### src/rtl/scan_scheduler.sv
// ---------------------------------------------------------------------------
// scan_scheduler
//
// Purpose:
//   Walks the column pairs of one theta slice. For every column index taken
//   from the slice's enable mask it drives the paired frame-buffer addresses,
//   waits for the frame buffer's fixed read latency, captures the returned
//   column data and offers it to the LED panel driver over a valid/ready
//   handshake. A new theta strobe arriving mid-slice aborts the slice.
//
// Configuration macro:
//   SCANLINE_SKIP_EN - defined: only column pairs whose mask bit is set are
//                      visited. Undefined: col_mask_in is ignored and every
//                      index 0..SCAN_RATE-1 is visited in order.
//
// Ports:
//   clk_in          system clock
//   rst_n_in        asynchronous active-low reset
//   theta_in        angle of the slice being started
//   theta_valid_in  one-cycle strobe, a new slice begins
//   col_mask_in     per-index enable mask, sampled with theta_valid_in
//   col_num1_out    first column address to the frame buffer
//   col_num2_out    second column address (col_num1_out + SCAN_RATE)
//   columns_in      frame-buffer data for the addressed pair
//   columns_out     captured column data to the panel driver
//   col_idx_out     index belonging to columns_out
//   theta_out       latched theta of the slice in progress
//   valid_out       columns_out / col_idx_out valid
//   ready_in        panel driver accepts
//   busy_out        a slice is in progress
//   frame_done_out  pulse: last column accepted, or empty mask
//   overrun_out     pulse: slice aborted by a new theta strobe
// ---------------------------------------------------------------------------
module scan_scheduler #(
   parameter int SCAN_RATE = 32,
   parameter int NUM_ROWS  = 64,
   parameter int THETA_RES = 8,
   parameter int FETCH_LAT = 1
) (
   input  logic                           clk_in,
   input  logic                           rst_n_in,
   input  logic [THETA_RES-1:0]           theta_in,
   input  logic                           theta_valid_in,
   input  logic [SCAN_RATE-1:0]           col_mask_in,
   output logic [$clog2(SCAN_RATE)-1:0]   col_num1_out,
   output logic [$clog2(SCAN_RATE):0]     col_num2_out,
   input  logic [2*NUM_ROWS-1:0]          columns_in,
   output logic [2*NUM_ROWS-1:0]          columns_out,
   output logic [$clog2(SCAN_RATE)-1:0]   col_idx_out,
   output logic [THETA_RES-1:0]           theta_out,
   output logic                           valid_out,
   input  logic                           ready_in,
   output logic                           busy_out,
   output logic                           frame_done_out,
   output logic                           overrun_out
);

   localparam int IDX_W = $clog2(SCAN_RATE);
   localparam int CNT_W = $clog2(FETCH_LAT + 1);

   localparam logic [1:0] IDLE    = 2'd0;
   localparam logic [1:0] ISSUE   = 2'd1;
   localparam logic [1:0] WAIT    = 2'd2;
   localparam logic [1:0] PRESENT = 2'd3;

   logic [1:0]           state;
   logic [SCAN_RATE-1:0] work_mask;
   logic [CNT_W-1:0]     wait_cnt;

   logic [SCAN_RATE-1:0] new_mask;
   logic [SCAN_RATE-1:0] rem_mask;
   logic [IDX_W-1:0]     start_idx;
   logic [IDX_W-1:0]     next_idx;
   logic                 handshake;
   logic                 final_hs;

   // Lowest set bit of a mask; scanning downwards lets the lowest hit win.
   function automatic logic [IDX_W-1:0] lowest_bit(input logic [SCAN_RATE-1:0] m);
      logic [IDX_W-1:0] r;
      r = '0;
      for (int i = SCAN_RATE - 1; i >= 0; i--) begin
         if (m[i]) r = IDX_W'(i);
      end
      return r;
   endfunction

   // Address pair for an index; the second address carries the extra bit so
   // it never wraps back into the first half of the frame buffer.
   function automatic logic [IDX_W:0] upper_addr(input logic [IDX_W-1:0] idx);
      return {1'b0, idx} + (IDX_W + 1)'(SCAN_RATE);
   endfunction

`ifdef SCANLINE_SKIP_EN
   assign new_mask = col_mask_in;
`else
   logic unused_mask;
   assign unused_mask = ^col_mask_in;
   assign new_mask    = '1;
`endif

   // The working mask still contains the column currently on the addresses,
   // so removing it on acceptance yields the columns left in this slice.
   // valid_out is only ever high in PRESENT, so the handshake implies PRESENT.
   always_comb begin
      handshake = valid_out && ready_in;
      rem_mask  = work_mask & ~(SCAN_RATE'(1) << col_num1_out);
      final_hs  = handshake && (rem_mask == '0);
      start_idx = lowest_bit(new_mask);
      next_idx  = lowest_bit(rem_mask);
   end

   assign busy_out = (state != IDLE);

   // Main sequencer. A theta strobe overrides whatever the sequencer was
   // doing: the slice in flight is abandoned (reported as an overrun unless
   // the strobe lands exactly on the final acceptance) and the new slice is
   // started exactly as from IDLE. Addresses are registered on the way into
   // ISSUE so they are already on the bus during the ISSUE cycle.
   always_ff @(posedge clk_in or negedge rst_n_in) begin
      if (!rst_n_in) begin
         state          <= IDLE;
         work_mask      <= '0;
         wait_cnt       <= '0;
         col_num1_out   <= '0;
         col_num2_out   <= '0;
         columns_out    <= '0;
         col_idx_out    <= '0;
         theta_out      <= '0;
         valid_out      <= 1'b0;
         frame_done_out <= 1'b0;
         overrun_out    <= 1'b0;
      end else begin
         frame_done_out <= 1'b0;
         overrun_out    <= 1'b0;
         if (theta_valid_in) begin
            if ((state != IDLE) && !final_hs) overrun_out <= 1'b1;
            if (final_hs) frame_done_out <= 1'b1;
            valid_out <= 1'b0;
            theta_out <= theta_in;
            work_mask <= new_mask;
            if (new_mask == '0) begin
               frame_done_out <= 1'b1;
               state          <= IDLE;
            end else begin
               col_num1_out <= start_idx;
               col_num2_out <= upper_addr(start_idx);
               state        <= ISSUE;
            end
         end else begin
            case (state)
               ISSUE: begin
                  wait_cnt <= CNT_W'(FETCH_LAT);
                  state    <= WAIT;
               end
               WAIT: begin
                  wait_cnt <= wait_cnt - CNT_W'(1);
                  if (wait_cnt == CNT_W'(1)) begin
                     columns_out <= columns_in;
                     col_idx_out <= col_num1_out;
                     valid_out   <= 1'b1;
                     state       <= PRESENT;
                  end
               end
               PRESENT: begin
                  if (handshake) begin
                     valid_out <= 1'b0;
                     work_mask <= rem_mask;
                     if (rem_mask == '0) begin
                        frame_done_out <= 1'b1;
                        state          <= IDLE;
                     end else begin
                        col_num1_out <= next_idx;
                        col_num2_out <= upper_addr(next_idx);
                        state        <= ISSUE;
                     end
                  end
               end
               default: ;
            endcase
         end
      end
   end

endmodule

### config.mk
export PLATFORM = sky130hd
export DESIGN_NAME = scan_scheduler
export DESIGN_NICKNAME = d
export VERILOG_FILES = /design/src/rtl/scan_scheduler.sv
export SDC_FILE = /design/constraint.sdc
export NUM_CORES = 1
export LEC_CHECK = 0
export ABC_AREA = 0
export CAP_MARGIN = 0
export CELL_PAD_IN_SITES_DETAIL_PLACEMENT = 1
export CELL_PAD_IN_SITES_GLOBAL_PLACEMENT = 2
export CORE_MARGIN = 3
export CORE_UTILIZATION = 29
export DETAILED_ROUTE_END_ITERATION = 8
export GPL_ROUTABILITY_DRIVEN = 0
export PLACE_DENSITY = 0.95
export SYNTH_ARGS = -nofsm -noshare
export SYNTH_HDL_FRONTEND = slang
export SYNTH_SLANG_ARGS = --single-unit
export TNS_END_PERCENT = 30
### constraint.sdc
create_clock -name clk_in -period 5.2 [get_ports clk_in]
set_clock_uncertainty 0.2 [all_clocks]
set_input_delay 0.52 -clock clk_in [delete_from_list [all_inputs] [get_ports clk_in]]
set_output_delay 0.52 -clock clk_in [all_outputs]
set_load 0.02 [all_outputs]
* After elaboration in Yosys (flattened, before gate mapping)
Cells that the tools add are included.
** Cells by class
- Add/sub/neg operators :: 2
- Equal/unequal tests :: 6
- Shift-type cells :: 1
- Multiplexer cells :: 60
- Bitwise logic cells :: 3
- Reductions and logical operators :: 17
** Operators with widths (count)
- 2-to-1 mux 5 bit :: 36
- 2-to-1 mux 32 bit :: 3
- bitwise AND 32 bit :: 1
- logical NOT 32 bit :: 1
- inverter 32 bit :: 1
- << shifter 1 x 5 -> 32 bit (first input constant) :: 1
- 2-to-1 mux 6 bit :: 4
- AND reduction 3 bit :: 4
- 2-to-1 mux 1 bit :: 11
- nonzero test 2 bit :: 4
- adder 5 x 6 -> 6 bit (second input constant) :: 1
- 2-to-1 mux 2 bit :: 3
- inequality test 3 bit (second input constant) :: 2
- case mux 2 bit (3 select lines) :: 1
- equality test 2 bit (second input constant) :: 2
- case mux 1 bit (2 select lines) :: 2
- AND reduction 2 bit :: 2
- nonzero test 4 bit :: 1
- logical AND 1 bit :: 3
- nonzero test 3 bit :: 1
- equality test 2 x 1 -> 1 bit (second input constant) :: 1
- inequality test 2 bit (second input constant) :: 1
- logical NOT 1 bit :: 1
- inverter 1 bit :: 1
- subtractor 1 bit (second input constant) :: 1
** Word-level totals
- Register bits after elaboration :: 190
- Word-level logic and storage cells :: 100

* Longest topological paths before layout
- Word-level depth :: 40
- Mapped depth :: 9

* Least setup slack after synthesis
No wires, ideal clock.
- Kind :: register to register
- From :: reg col_num1_out[1]
- To :: reg state[0]
- Library setup time :: 0.133 ns
- Data arrival time :: 2.503 ns
- Setup slack :: 2.364 ns
- Cell stages (with the launch flop) :: 9
- Cells stage by stage :: dfrtp_1 -> buf_6 -> or3b_4 -> o21ai_0 -> nand4_2 -> nor4_4 -> nand3_4 -> a2111oi_4 -> a21oi_2
** Between the ends
- Cells in the longest elaborated chain, start to end :: 8
** Ends and longest elaborated chain
- start, declared :: line 45 : output logic [$clog2(SCAN_RATE)-1:0] col_num1_out,
- start signal, assigned :: line 145 : col_num1_out <= start_idx;
- start signal, assigned :: line 172 : col_num1_out <= next_idx;
- << shifter 1 x 5 -> 32 bit :: line 106 : rem_mask = work_mask & ~(SCAN_RATE'(1) << col_num1_out);
- inverter 32 bit :: line 106
- bitwise AND 32 bit :: line 106
- logical NOT 32 bit :: line 168 : if (rem_mask == '0) begin
- 2-to-1 mux 1 bit :: line 168
- 2-to-1 mux 2 bit :: line 165 : if (handshake) begin
- case mux 2 bit (3 select lines) :: line 150 : case (state)
- 2-to-1 mux 2 bit :: line 135 : if (theta_valid_in) begin
- end signal, assigned :: line 153 : state <= WAIT;
- end signal, assigned :: line 170 : state <= IDLE;
- end signal, assigned :: line 174 : state <= ISSUE;
- end, declared :: line 66 : logic [1:0] state;
No other way between the ends. The select of a mux whose other input is x is not followed.
A chain may end at the register's enable or synchronous reset.

* Final worst setup path
- From :: reg col_num1_out[0]
- To :: reg state[0]
The elaborated chain is that of the path after synthesis.

==> metrics.txt <==
run status=complete, no violations; final setup violation count=0; post-synthesis sequential area ratio=0.597; origin of the critical flop-to-flop path=col_num1_out[0]; global-route wire length before repair=36600 um; clock-pin slew on the worst setup and hold paths=70 ps; commonest cells in the synthesized netlist=sky130_fd_sc_hd__dfrtp_1, sky130_fd_sc_hd__mux2_2, sky130_fd_sc_hd__nand2_1, sky130_fd_sc_hd__a21oi_1, sky130_fd_sc_hd__o21ai_0; setup TNS=0 ps; total I/O pin count=328; area growth from synthesis to layout=49.8%; end-of-flow core utilization=0.443; buffers from clock root to sink, at most=2; Fillers=2745; # port buffers=295; Syn Inst Count=591; number of buffers created by CTS=17; cells taking the most area after synthesis=sky130_fd_sc_hd__dfrtp_1, sky130_fd_sc_hd__mux2_2, sky130_fd_sc_hd__nand2_1; area taken by multi-input logic gates=0.00293 mm^2; clock period minus worst slack=3330 ps; data required time of the worst path=5300 ps; endpoint class of the critical path=register; count of H-tree levels built during CTS=4; fraction of final layout cells sized beyond drive strength 1=0.216; count of distinct cell types in the synthesized netlist=54; max-slew violations=0; number of global-route vias before repair=6542; total number of yosys warnings=0; net count after synthesis=767; Post-DRT Antenna Nets=0; classification of the worst-slack hold path=register to register; maximum number of pins on one net before global-route repair=86; power per cell area=539 mW/mm^2; number of design-rule violations left by the first detailed-router iteration=220; number of cells on the worst reg-to-reg path=7; die outline height=170 um; leakage=4.63 nW; biggest fanout along the worst timing path=16; area used by sequential logic in the layout=0.00463 mm^2; detailed-placement wirelength estimate=17300 um; Core Box Area=0.0262 mm^2; final layout net count=1052; Resize count post-CTS=0; area share of the leading cell type in the synthesized netlist=0.597; die area=0.0287 mm^2; Data arrival, critical path=3430 ps; remaining max-slew budget at the tightest pin=0.518; cell with the most instances after synthesis=sky130_fd_sc_hd__dfrtp_1; DR WL/cell=19.3 um; highest achievable clock rate=301 MHz; startpoint-to-endpoint class of the critical path=register to register; final antenna diode count=0; Clock Latency Late Sink=430 ps; startpoint of the tightest hold check path=work_mask[0]; EDFF count, synth=0; Worst VDD drop=0.000278 V; post-detailed-routing wire length=23600 um; worst hold path endpoint=work_mask[0]; Clk Tree Root Cell=sky130_fd_sc_hd__clkbuf_16; average cell area after synthesis=13.1 um^2; Placed Cells incl. Taps=1191; hold_ws=281 ps; overall power after layout=6.26 mW; dominant synthesized flop cell=sky130_fd_sc_hd__dfrtp_1; post-detailed-route via-to-cell ratio=4.81; Site Rows=59; Remaining Overflow, GRT=0; period utilisation layout=0.640; Die X-Extent=170 um; GRT Resource Usage Total=0.162; endpoint of the most critical register-to-register path=state[0]; # Max-Cap Violations=0; drc violations=0; hold depth=2; final instance count without filler cells=1224; number of iterations in the first detailed-routing pass=4; Mapped Area=0.00775 mm^2; leading area contributor after synthesis=sky130_fd_sc_hd__dfrtp_1; via total after detailed routing=5886; worst slew pin tran=724 ps; number of hold violations in the final report=0; kind of launch point of the worst setup path=register; antenna violations before repair=1; starting density of the core=0.296; CTS tree=yes; worst reg-to-reg setup slack=1870 ps; Clock Sink Count=185; async set-or-reset flop fraction in the synthesized netlist=1.00; flip-flop and latch count after synthesis=185; unrepaired setup endpoints after global routing=false
worst max path at each step:
stage,startpoint,end,slack [ps],depth (start not counted)
global route,col_num1_out[0],state[0],1660,7
finish,col_num1_out[0],state[0],1870,7
CTS,col_num2_out[4],state[0],1900,7
global placement,col_num2_out[4],state[0],1980,7
floorplan,col_num1_out[1],state[0],2360,8
detailed placement,col_num2_out[4],state[0],1940,7
power breakdown:
part | internal, mW | switching (mW)
combinational | 1.45 | 1.27
clock | 0.645 | 0.652
sequential | 1.97 | 0.279
kinds of logic after synthesis:
logic type | count (synthesis) | synth area share
and+or+nand+nor | 110 | 0.0779
muxes | 142 | 0.206
AOI/OAI and AO/OA | 108 | 0.0873
adders and majority gates | 4 | 0.00645
DFF | 185 | 0.597
buffers and inverters | 42 | 0.0253
worst max-delay path, stage by stage, from the launching register on:
cell                        delay, ps
sky130_fd_sc_hd__dfrtp_1          730
sky130_fd_sc_hd__nand3_1          310
sky130_fd_sc_hd__o21ai_1          490
sky130_fd_sc_hd__o311ai_1         290
sky130_fd_sc_hd__nor4_2           540
sky130_fd_sc_hd__nand3_4          200
sky130_fd_sc_hd__a2111oi_4        390
sky130_fd_sc_hd__a21oi_2           40
cell usage in the layout (no fill, tap or decap), types with 4 or more instances in the layout:
| master | instances |
|---|---|
| sky130_fd_sc_hd__a21oi_1 | 32 |
| sky130_fd_sc_hd__buf_4 | 4 |
| sky130_fd_sc_hd__clkbuf_16 | 17 |
| sky130_fd_sc_hd__clkdlybuf4s50_1 | 293 |
| sky130_fd_sc_hd__dfrtp_1 | 185 |
| sky130_fd_sc_hd__ha_1 | 4 |
| sky130_fd_sc_hd__inv_1 | 6 |
| sky130_fd_sc_hd__inv_8 | 5 |
| sky130_fd_sc_hd__mux2_2 | 141 |
| sky130_fd_sc_hd__nand2_1 | 43 |
| sky130_fd_sc_hd__nand2b_1 | 14 |
| sky130_fd_sc_hd__nand3_1 | 6 |
| sky130_fd_sc_hd__nand4_1 | 4 |
| sky130_fd_sc_hd__nor2_1 | 13 |
| sky130_fd_sc_hd__nor3_1 | 7 |
| sky130_fd_sc_hd__o211ai_1 | 4 |
| sky130_fd_sc_hd__o21a_1 | 4 |
| sky130_fd_sc_hd__o21ai_0 | 29 |
| sky130_fd_sc_hd__o21ai_1 | 11 |
| sky130_fd_sc_hd__o31ai_1 | 5 |
state kept, by name (all words and copies together), names as in the netlist:
register and cells:
col_idx_out 5, col_num1_out 4, col_num2_out 2, columns_out 128, frame_done_out 1, overrun_out 1
state 2, theta_out 8, valid_out 1, wait_cnt 1, work_mask 32
layer usage:
| metal | track usage | up-vias | wire length, um |
|---|---|---|---|
| li1 | - | 2669 | - |
| met1 | 0.186 | 2992 | 9380 |
| met2 | 0.281 | 203 | 11800 |
| met3 | 0.0689 | 20 | 2100 |
| met4 | 0.0413 | 2 | 303 |
| met5 | 0 | - | 20 |
layout make-up:
cell class	instances	area share
clock buffer	18	0.0369
timing repair buffer	302	0.261
inverter	6	0.00194
sequential	185	0.399
multi-input combinational	364	0.252
tap	335	0.0361
clock inverter	14	0.0131
per-stage QoR:
stage | setup WS (ps) | cell area, um^2
final | 1870 | 11600
after floorplan | 2360 | 7750
after detailed placement | 1940 | 11000
after global routing | 1660 | 11600
after CTS | 1900 | 11600
after global placement | 1980 | 11000
what timing repair did:
item,in CTS,in global routing
endpoints found under the hold margin,68,0
hold buffers,1,0
buffers inserted,0,0
Note: power is estimated with default switching activity, not from simulation.
